`src/rtl/timer_counter_if.sv`:
```
// Bridge-facing port bundle of one memory-mapped timer: decoded address,
// full-word write strobe and data, combinational read data and level IRQ.
interface timer_counter_if #(parameter int WIDTH = 32);
  logic [31:0]      Addr;
  logic             WE;
  logic [WIDTH-1:0] Din;
  logic [WIDTH-1:0] Dout;
  logic             IRQ;

  modport master (output Addr, WE, Din, input Dout, IRQ);
  modport slave  (input Addr, WE, Din, output Dout, IRQ);
endinterface

```
`src/rtl/timer_counter.sv`:
```
// Memory-mapped down-counter timer: CTRL/PRESET/COUNT registers, one-shot or
// auto-reload expiry, IRQ = irq_flag & CTRL.IM.
//
// state | meaning
// IDLE  | waiting for CTRL.En
// LOAD  | COUNT <= PRESET
// CNT   | decrementing; expiry sets irq_flag
// INT   | one-shot clears En, auto-reload clears irq_flag
module timer_counter #(
  parameter int WIDTH = 32
) (
  input  logic           clk,
  input  logic           reset,
  timer_counter_if.slave bus
);

  typedef enum logic [1:0] {
    S_IDLE = 2'd0,
    S_LOAD = 2'd1,
    S_CNT  = 2'd2,
    S_INT  = 2'd3
  } state_e;

  state_e           state_q, state_d;
  logic [3:0]       ctrl_q, ctrl_d;
  logic [WIDTH-1:0] preset_q, preset_d;
  logic [WIDTH-1:0] count_q, count_d;
  logic             irq_flag_q, irq_flag_d;
  logic             irq_set;
  logic             en;
  logic             auto_reload;
  logic             unused_addr;

  assign en          = ctrl_q[0];
  assign auto_reload = (ctrl_q[2:1] == 2'b01);
  assign unused_addr = ^{bus.Addr[31:4], bus.Addr[1:0]};

  always_comb begin
    state_d    = state_q;
    ctrl_d     = ctrl_q;
    preset_d   = preset_q;
    count_d    = count_q;
    irq_flag_d = irq_flag_q;
    irq_set    = 1'b0;

    case (state_q)
      S_IDLE: begin
        if (en) state_d = S_LOAD;
      end
      S_LOAD: begin
        count_d = preset_q;
        state_d = S_CNT;
      end
      S_CNT: begin
        if (!en) begin
          state_d = S_IDLE;
        end else if (count_q > WIDTH'(1)) begin
          count_d = count_q - WIDTH'(1);
        end else begin
          count_d = '0;
          irq_set = 1'b1;
          state_d = S_INT;
        end
      end
      S_INT: begin
        if (auto_reload) irq_flag_d = 1'b0;
        else             ctrl_d[0]  = 1'b0;
        state_d = S_IDLE;
      end
      default: state_d = S_IDLE;
    endcase

    if (irq_set) irq_flag_d = 1'b1;

    // Software writes override the FSM's En clear, but never a fresh expiry.
    if (bus.WE) begin
      case (bus.Addr[3:2])
        2'b00: begin
          ctrl_d = bus.Din[3:0];
          if (!irq_set) irq_flag_d = 1'b0;
        end
        2'b01:   preset_d = bus.Din;
        default: ;
      endcase
    end
  end

  always_ff @(posedge clk) begin
    if (reset) begin
      state_q    <= S_IDLE;
      ctrl_q     <= '0;
      preset_q   <= '0;
      count_q    <= '0;
      irq_flag_q <= 1'b0;
    end else begin
      state_q    <= state_d;
      ctrl_q     <= ctrl_d;
      preset_q   <= preset_d;
      count_q    <= count_d;
      irq_flag_q <= irq_flag_d;
    end
  end

  always_comb begin
    bus.Dout = '0;
    case (bus.Addr[3:2])
      2'b00:   bus.Dout = {{(WIDTH-4){1'b0}}, ctrl_q};
      2'b01:   bus.Dout = preset_q;
      2'b10:   bus.Dout = count_q;
      default: bus.Dout = '0;
    endcase
  end

  assign bus.IRQ = irq_flag_q & ctrl_q[3];

endmodule

```
`src/flat_wrapper.sv`:
```
// flat-port wrapper written by rule: the top's interface ports become plain ports
module timer_counter_flat 
#(
  parameter int WIDTH = 32
)
  (clk, reset, bus_Addr, bus_WE, bus_Din, bus_Dout, bus_IRQ);
  timer_counter_if #(.WIDTH(WIDTH)) bus_i ();
  input  logic clk;
  input  logic reset;
  input wire logic [$bits(bus_i.Addr)-1:0] bus_Addr;
  input wire logic [$bits(bus_i.WE)-1:0] bus_WE;
  input wire logic [$bits(bus_i.Din)-1:0] bus_Din;
  output wire logic [$bits(bus_i.Dout)-1:0] bus_Dout;
  output wire logic [$bits(bus_i.IRQ)-1:0] bus_IRQ;
  assign bus_i.Addr = bus_Addr;
  assign bus_i.WE = bus_WE;
  assign bus_i.Din = bus_Din;
  assign bus_Dout = bus_i.Dout;
  assign bus_IRQ = bus_i.IRQ;
  timer_counter #(.WIDTH(WIDTH)) u_core (.clk(clk), .reset(reset), .bus(bus_i));
endmodule
```
`config.mk`:
```
export PLATFORM = sky130hd
export DESIGN_NAME = timer_counter_flat
export DESIGN_NICKNAME = d
export VERILOG_FILES = /design/src/rtl/timer_counter_if.sv /design/src/rtl/timer_counter.sv /design/src/flat_wrapper.sv
export SDC_FILE = /design/constraint.sdc
export NUM_CORES = 1
export LEC_CHECK = 0
export ABC_AREA = 1
export CAP_MARGIN = 25
export CORE_UTILIZATION = 45
export DETAILED_ROUTE_END_ITERATION = 8
export PLACE_DENSITY = 0.78
export SETUP_SLACK_MARGIN = 0.05
export SLEW_MARGIN = 20
export SYNTH_ARGS = -nofsm -noshare
export SYNTH_HDL_FRONTEND = slang
export SYNTH_SLANG_ARGS = --single-unit
export TNS_END_PERCENT = 50
```
`constraint.sdc`:
```
create_clock -name clk -period 1.55 [get_ports clk]
set_input_delay 0.2325 -clock clk [delete_from_list [all_inputs] [get_ports clk]]
set_output_delay 0.2325 -clock clk [all_outputs]
set_load 0.01 [all_outputs]
```
* After elaboration in Yosys (flattened, before gate mapping)
Index checks and enable logic that the tools add are counted.
** Word-level totals
- Flip-flop bits (word level) :: 71
- Input port bits :: 67
- Output and inout bits :: 33
- Logic and storage cells :: 46
** Operators by class
- Add/sub/neg operators :: 1
- Magnitude comparators :: 1
- Equality and inequality tests :: 9
- Multiplexer cells :: 21
- Bitwise logic cells :: 1
- Reductions and logical operators :: 7
** Operators by type and width (count)
- $pmux 32 s3 :: 1
- $mux 32 :: 2
- $pmux 32 s2 :: 1
- $gt 32x1->1 const B :: 1
- $sub 32x1->32 const B :: 1
- $mux 1 :: 13
- $pmux 2 s4 :: 1
- $reduce_and 2->1 :: 4
- $eq 2x1->1 const B :: 3
- $eq 2x2->1 const B :: 3
- $mux 2 :: 3
- $logic_not 2->1 :: 2
- $ne 2x1->1 const B :: 2
- $ne 3x3->1 const B :: 1
- $reduce_bool 2->1 :: 1
- $and 1x1->1 :: 1

* Logic depth before layout (Yosys ltp)
- Word-level depth :: 8
- Gate-level depth with buffers :: 12
- Depth with buffers taken out :: 11

* Worst setup path after synthesis
Ideal clock, no wire load.
- Kind :: reg2reg
- Start point :: reg u_core.count_q[0]
- End point :: reg u_core.count_q[17]
- Library setup time :: 119 ps
- Data arrival time :: 1372 ps
- Data required time :: 1431 ps
- Slack :: 58 ps
- Cell stages (with the launch flop) :: 13
- Path buffers :: 1
- Period minus slack after synthesis :: 1492 ps
- Cells stage by stage :: dfxtp_1 inv_1 ha_1 inv_1 nand2_1 nand2_1 nor2_1 nand2_1 nor2_2 nor2_4 buf_6 nand3_1 a21oi_1
** Between the ends
- Longest elaborated chain between the ends :: 4
- Elaborated cells on any way between the ends :: 5
- Those cells by class :: add/sub (1); order compare (1); mux (3)
** RTL lines
- from (decl) :: RTL line timer_counter.sv:27 : logic [WIDTH-1:0] count_q, count_d;
- from (signal assigned) :: RTL line timer_counter.sv:99 : count_q <= count_d;
- $sub 32x1->32 or $gt 32x1->1 (tied branches) :: RTL line timer_counter.sv:58, timer_counter.sv:57
- $mux 32 * :: RTL line timer_counter.sv:57 : end else if (count_q > WIDTH'(1)) begin
- $mux 32 * :: RTL line timer_counter.sv:55 : if (!en) begin
- $pmux 32 s2 * :: RTL line timer_counter.sv:46 : case (state_q)
Mark *: on every way between the ends. The rest lies on a longest branch, timed or not. The select of a mux whose other input is x is not followed.
A chain may end at the register's enable or synchronous reset.

* Final worst setup path
- Start point :: reg u_core.count_q[5]
- End point :: reg u_core.count_q[25]
Same word-level chain as after synthesis.

==> results <==
- The run finished, with violations left.
- The final reports fail on setup timing.
- The number of rows in the core area is 34.
- The kind of launch point of the worst setup path is a flip-flop.
- Relative to the synthesized area, the layout overhead comes to 51.03%.
- The post-detailed-route wirelength per cell is 16.85 microns.
- The total overflow left after global routing is 0.
- The die covers 9302 sq um.
- The HPWL reported at the end of detailed placement is 9144 microns.
- The multi-input combinational cells in the finished layout cover a total of 2504 sq um.
- The reported leakage power is 0.002589 uW.
- The setup-violating endpoint count in the final report is 29.
- The final RePlAce weighted congestion is 0.9279.
- Power spread over the standard cell area amounts to 886.4 nW/um^2.
- The highest attainable clock frequency is 573.2 MHz.
- The number of warnings reported in the yosys synthesis log is 0.
- TritonCTS built the clock tree.
- The clock drives between 70 and 80 sinks.
- The class of the most critical setup path is reg -> reg.
- The combined global-route utilization of all metal layers is 32.58%.
- The H-tree generated during clock tree synthesis spans 3 levels.
- For the pin with the worst max-slew slack, the measured transition is 0.3323 ns.
- The fraction of the mapped netlist area in simple logic gates is 22.41%.
- The tightest min-delay check is of the in -> reg type.
- The first-pass iteration count of the detailed router is 7.
- The number of antenna diodes in the final layout is 0.
- In the final layout, the share of cells above drive strength 1 is a little under a third.
- After detailed routing, the total wire length is around 15000 microns.
- The longest clock path from root to sink contains 2 buffers.
- Clock latency on the worst-skew pair, taken at its later pin, is ~0.37 ns.
- After filler insertion, the fill cell instance count of the layout stands at between 700 and 800.
- The first-iteration detailed-routing DRC count is between 300 and 400.
- The number of distinct library cells after synthesis is 24.
- The overall power after layout is 5373 uW.
- The mapped netlist covers 4014 sq um.
- The largest stage delay on the critical path is 0.32 ns.
- The first global-routing pass estimated ~23000 microns of wire.
- Summing the areas of all xor and xnor instances in the mapped netlist gives less than 1% of the synthesized area.
- Sequential elements use 35.41% of the synthesized area.
- The type of destination of the critical path is a flip-flop.
- The required time at the worst-slack endpoint is roughly 1.9 ns.
- The number of routed nets with antenna violations is 0.
- The initial antenna violation count is 0.
- After clock tree synthesis, the clock-pin slew on the worst setup and hold paths is about 0.080 ns.
- A synthesized cell averages 6.402 sq um.
- After synthesis the netlist holds a flip-flop and latch count of 71.
- The initial cell density of the core is 46.25%.
- The total area inside the core boundary comes to a little under 9000 sq um.
- The number of hold buffers added after CTS was 0.
- Setup repair after global routing could not meet its margin everywhere.
- The smallest clock period supported by the final layout is computed as about 1.7 ns.
- The remaining design rule violation count is 0.
- The critical path arrival is 2.04 ns.
- The worst-case vdd ir drop is 0.0004844 V.
- In the routed layout, each cell is associated on average with a via count of about 5.8.
- The vertical extent of the die is between 90 and 100 microns.
- The combinational family with the most area after synthesis is compound AO/OA/AOI/OAI gates.
- The number of clock buffers added by TritonCTS is 9.
- In this run the biggest area consumer among cell types represents 35.41% of the synthesized area.
- In this run the tightest slew margin relative to its limit is 77.57%.
- The synthesized-area fraction occupied by ao, oa, aoi and oai cells is 29.36%.
- Entering global routing, the biggest net connects 46 pins.
- dfxtp_1 takes more of the synthesized area than any other cell.
- For this block, the via count after detailed routing is 5086.
- The signal on the critical path passes through buf_4 > nor2_2 > nand2_2 > nor2_4 > nand2_1 > o21ai_1 > nand3_4 > a21oi_2.
- The number of global-route vias before repair came to 4902.
- In this run the worst path has a maximum fanout of 5.
- The root buffer selected by CTS is clkbuf_8.
- Measured against the total synthesized area, the mux share comes to 0%.
- The total number of nets in the final design is 839.
- The slowest stage of the critical path belongs to the cell dfxtp_1.
- The fraction of the mapped netlist area in adder cells is 0.6234%.
- The total negative setup slack is -1.960 ns.
- The count of pins on the block boundary is 100.
- The number of pins exceeding their max-slew limit in the final report is 0.
- By area the synthesized netlist is led by dfxtp_1 35%, o21ai_0 14%, a21oi_1 8.7%, nand2_1 8.6%, inv_1 8.1%.
- Across the run, the number of max-cap violations was 0.
- Of the available clock period, the critical path in the final layout requires 112.5%.
- Synthesis handed over a netlist of approximately 630 instances.
- Between clock sinks in the finished design, the worst skew comes to 0.007721 ns.
- The number of nets handed over by synthesis was just under 700.
- Across all setup checks in the final design, the least slack found is -0.1945 ns.
- The sequential standard cell area is 1428 sq um.
- The final hold violation count is 0.
- The die outline width is 96.45 microns.
- The total of buffers placed on input and output ports is 69.
==> power by group <==
part / leakage, uW / switching (uW) / internal [uW]
clock: 0.000102 / 759 / 901
combinational: 0.00191 / 1040 / 708
sequential: 0.000580 / 55.6 / 1910
==> registers in the layout, summed over array words and instances (netlist names) <==
register / count
u_core.count_q: 32
u_core.ctrl_q: 4
u_core.irq_flag_q: 1
u_core.preset_q: 32
u_core.state_q: 2
==> cells in the mapped netlist <==
| cell type | number |
|---|---|
| buf_2 | 5 |
| o311ai_0 | 1 |
| o21ai_2 | 5 |
| nand3_2 | 1 |
| nor2_2 | 6 |
| inv_1 | 87 |
| ha_1 | 2 |
| xor2_1 | 2 |
| nand4_1 | 1 |
| nand2_2 | 3 |
| dfxtp_1 | 71 |
| nor2_4 | 2 |
| buf_1 | 4 |
| nand2_1 | 92 |
| clkbuf_1 | 19 |
| o21ai_0 | 112 |
| nor4_4 | 1 |
| a21oi_1 | 70 |
| nor2_1 | 78 |
| o221ai_1 | 4 |
| nand3_1 | 29 |
| buf_6 | 3 |
| o22ai_1 | 28 |
| o21ai_1 | 1 |
==> placed cells by master (no fill, tap or decap), types with 14 or more instances in the layout <==
cell type	count
o21ai_0	104
nand2_1	82
inv_1	79
buf_4	74
dfxtp_1	68
nor2_1	65
a21oi_1	60
clkdlybuf4s50_1	34
buf_2	32
nand3_1	20
o22ai_1	14
o22ai_2	14
==> metrics by stage <==
step	setup slack (ns)	instance area, sq um	hold WS [ns]	util, %	cells
finish	-0.1945	6062	0.3932	69.85	883
global placement	-0.5179	5320	0.4543	61.30	846
detailed placement	-0.5590	5320	0.4595	61.30	846
CTS	-0.03314	5827	0.4711	67.14	879
floorplan	0.05831	4014	0.3016	-	627
global route	-0.2345	6062	0.4298	69.85	883
==> worst paths after layout <==
check	cells past startpoint	to	startpoint	slack, ns
min reg2reg	2	u_core.preset_q[7]$_SDFFE_PP0P_	u_core.preset_q[7]$_SDFFE_PP0P_	0.47
max reg2reg	8	u_core.count_q[25]$_SDFFE_PP0P_	u_core.count_q[5]$_SDFFE_PP0P_	-0.19
max	8	u_core.count_q[25]$_SDFFE_PP0P_	u_core.count_q[5]$_SDFFE_PP0P_	-0.19
min	5	u_core.preset_q[2]$_SDFFE_PP0P_	bus_Addr[3]	0.39
==> what timing repair did <==
action	4_1_cts	5_1_grt
setup buffers	12	3
pin swaps	11	15
endpoints found under the setup margin	67	66
resized for setup	197	51
cloned	5	1
==> metal layers <==
metal / GRT usage (%) / part of all wire, %
met4: 17.03 / 5.3
met1: 36.34 / 39
met5: 0 / 0
met2: 57.63 / 49
met3: 7.277 / 7.0
==> worst max-delay path: cells and delay by family, from the launching register on <==
| kind | cells | cell delay [ns] |
|---|---|---|
| buf+inv | 1 | 0.15 |
| simple gates | 5 | 0.73 |
| compound gates | 2 | 0.47 |
| flops | 1 | 0.32 |
==> cell type report <==
cell class	instances	share of cell area, %
inverters	87	5.511
repair buffers	162	23.90
clock buffers	10	2.105
clock inverters	6	1.404
well taps	108	2.229
flip-flops and latches	71	23.55
multi-input cells	439	41.30
==> logic make-up after synthesis <==
family,count (synthesis)
AOI/OAI and AO/OA,221
and+or+nand+nor,213
buffers and inverters,118
DFF,71
xor gates and xnor gates,2
adders and majority gates,2
No activity file was read; power rests on OpenSTA's default activity.
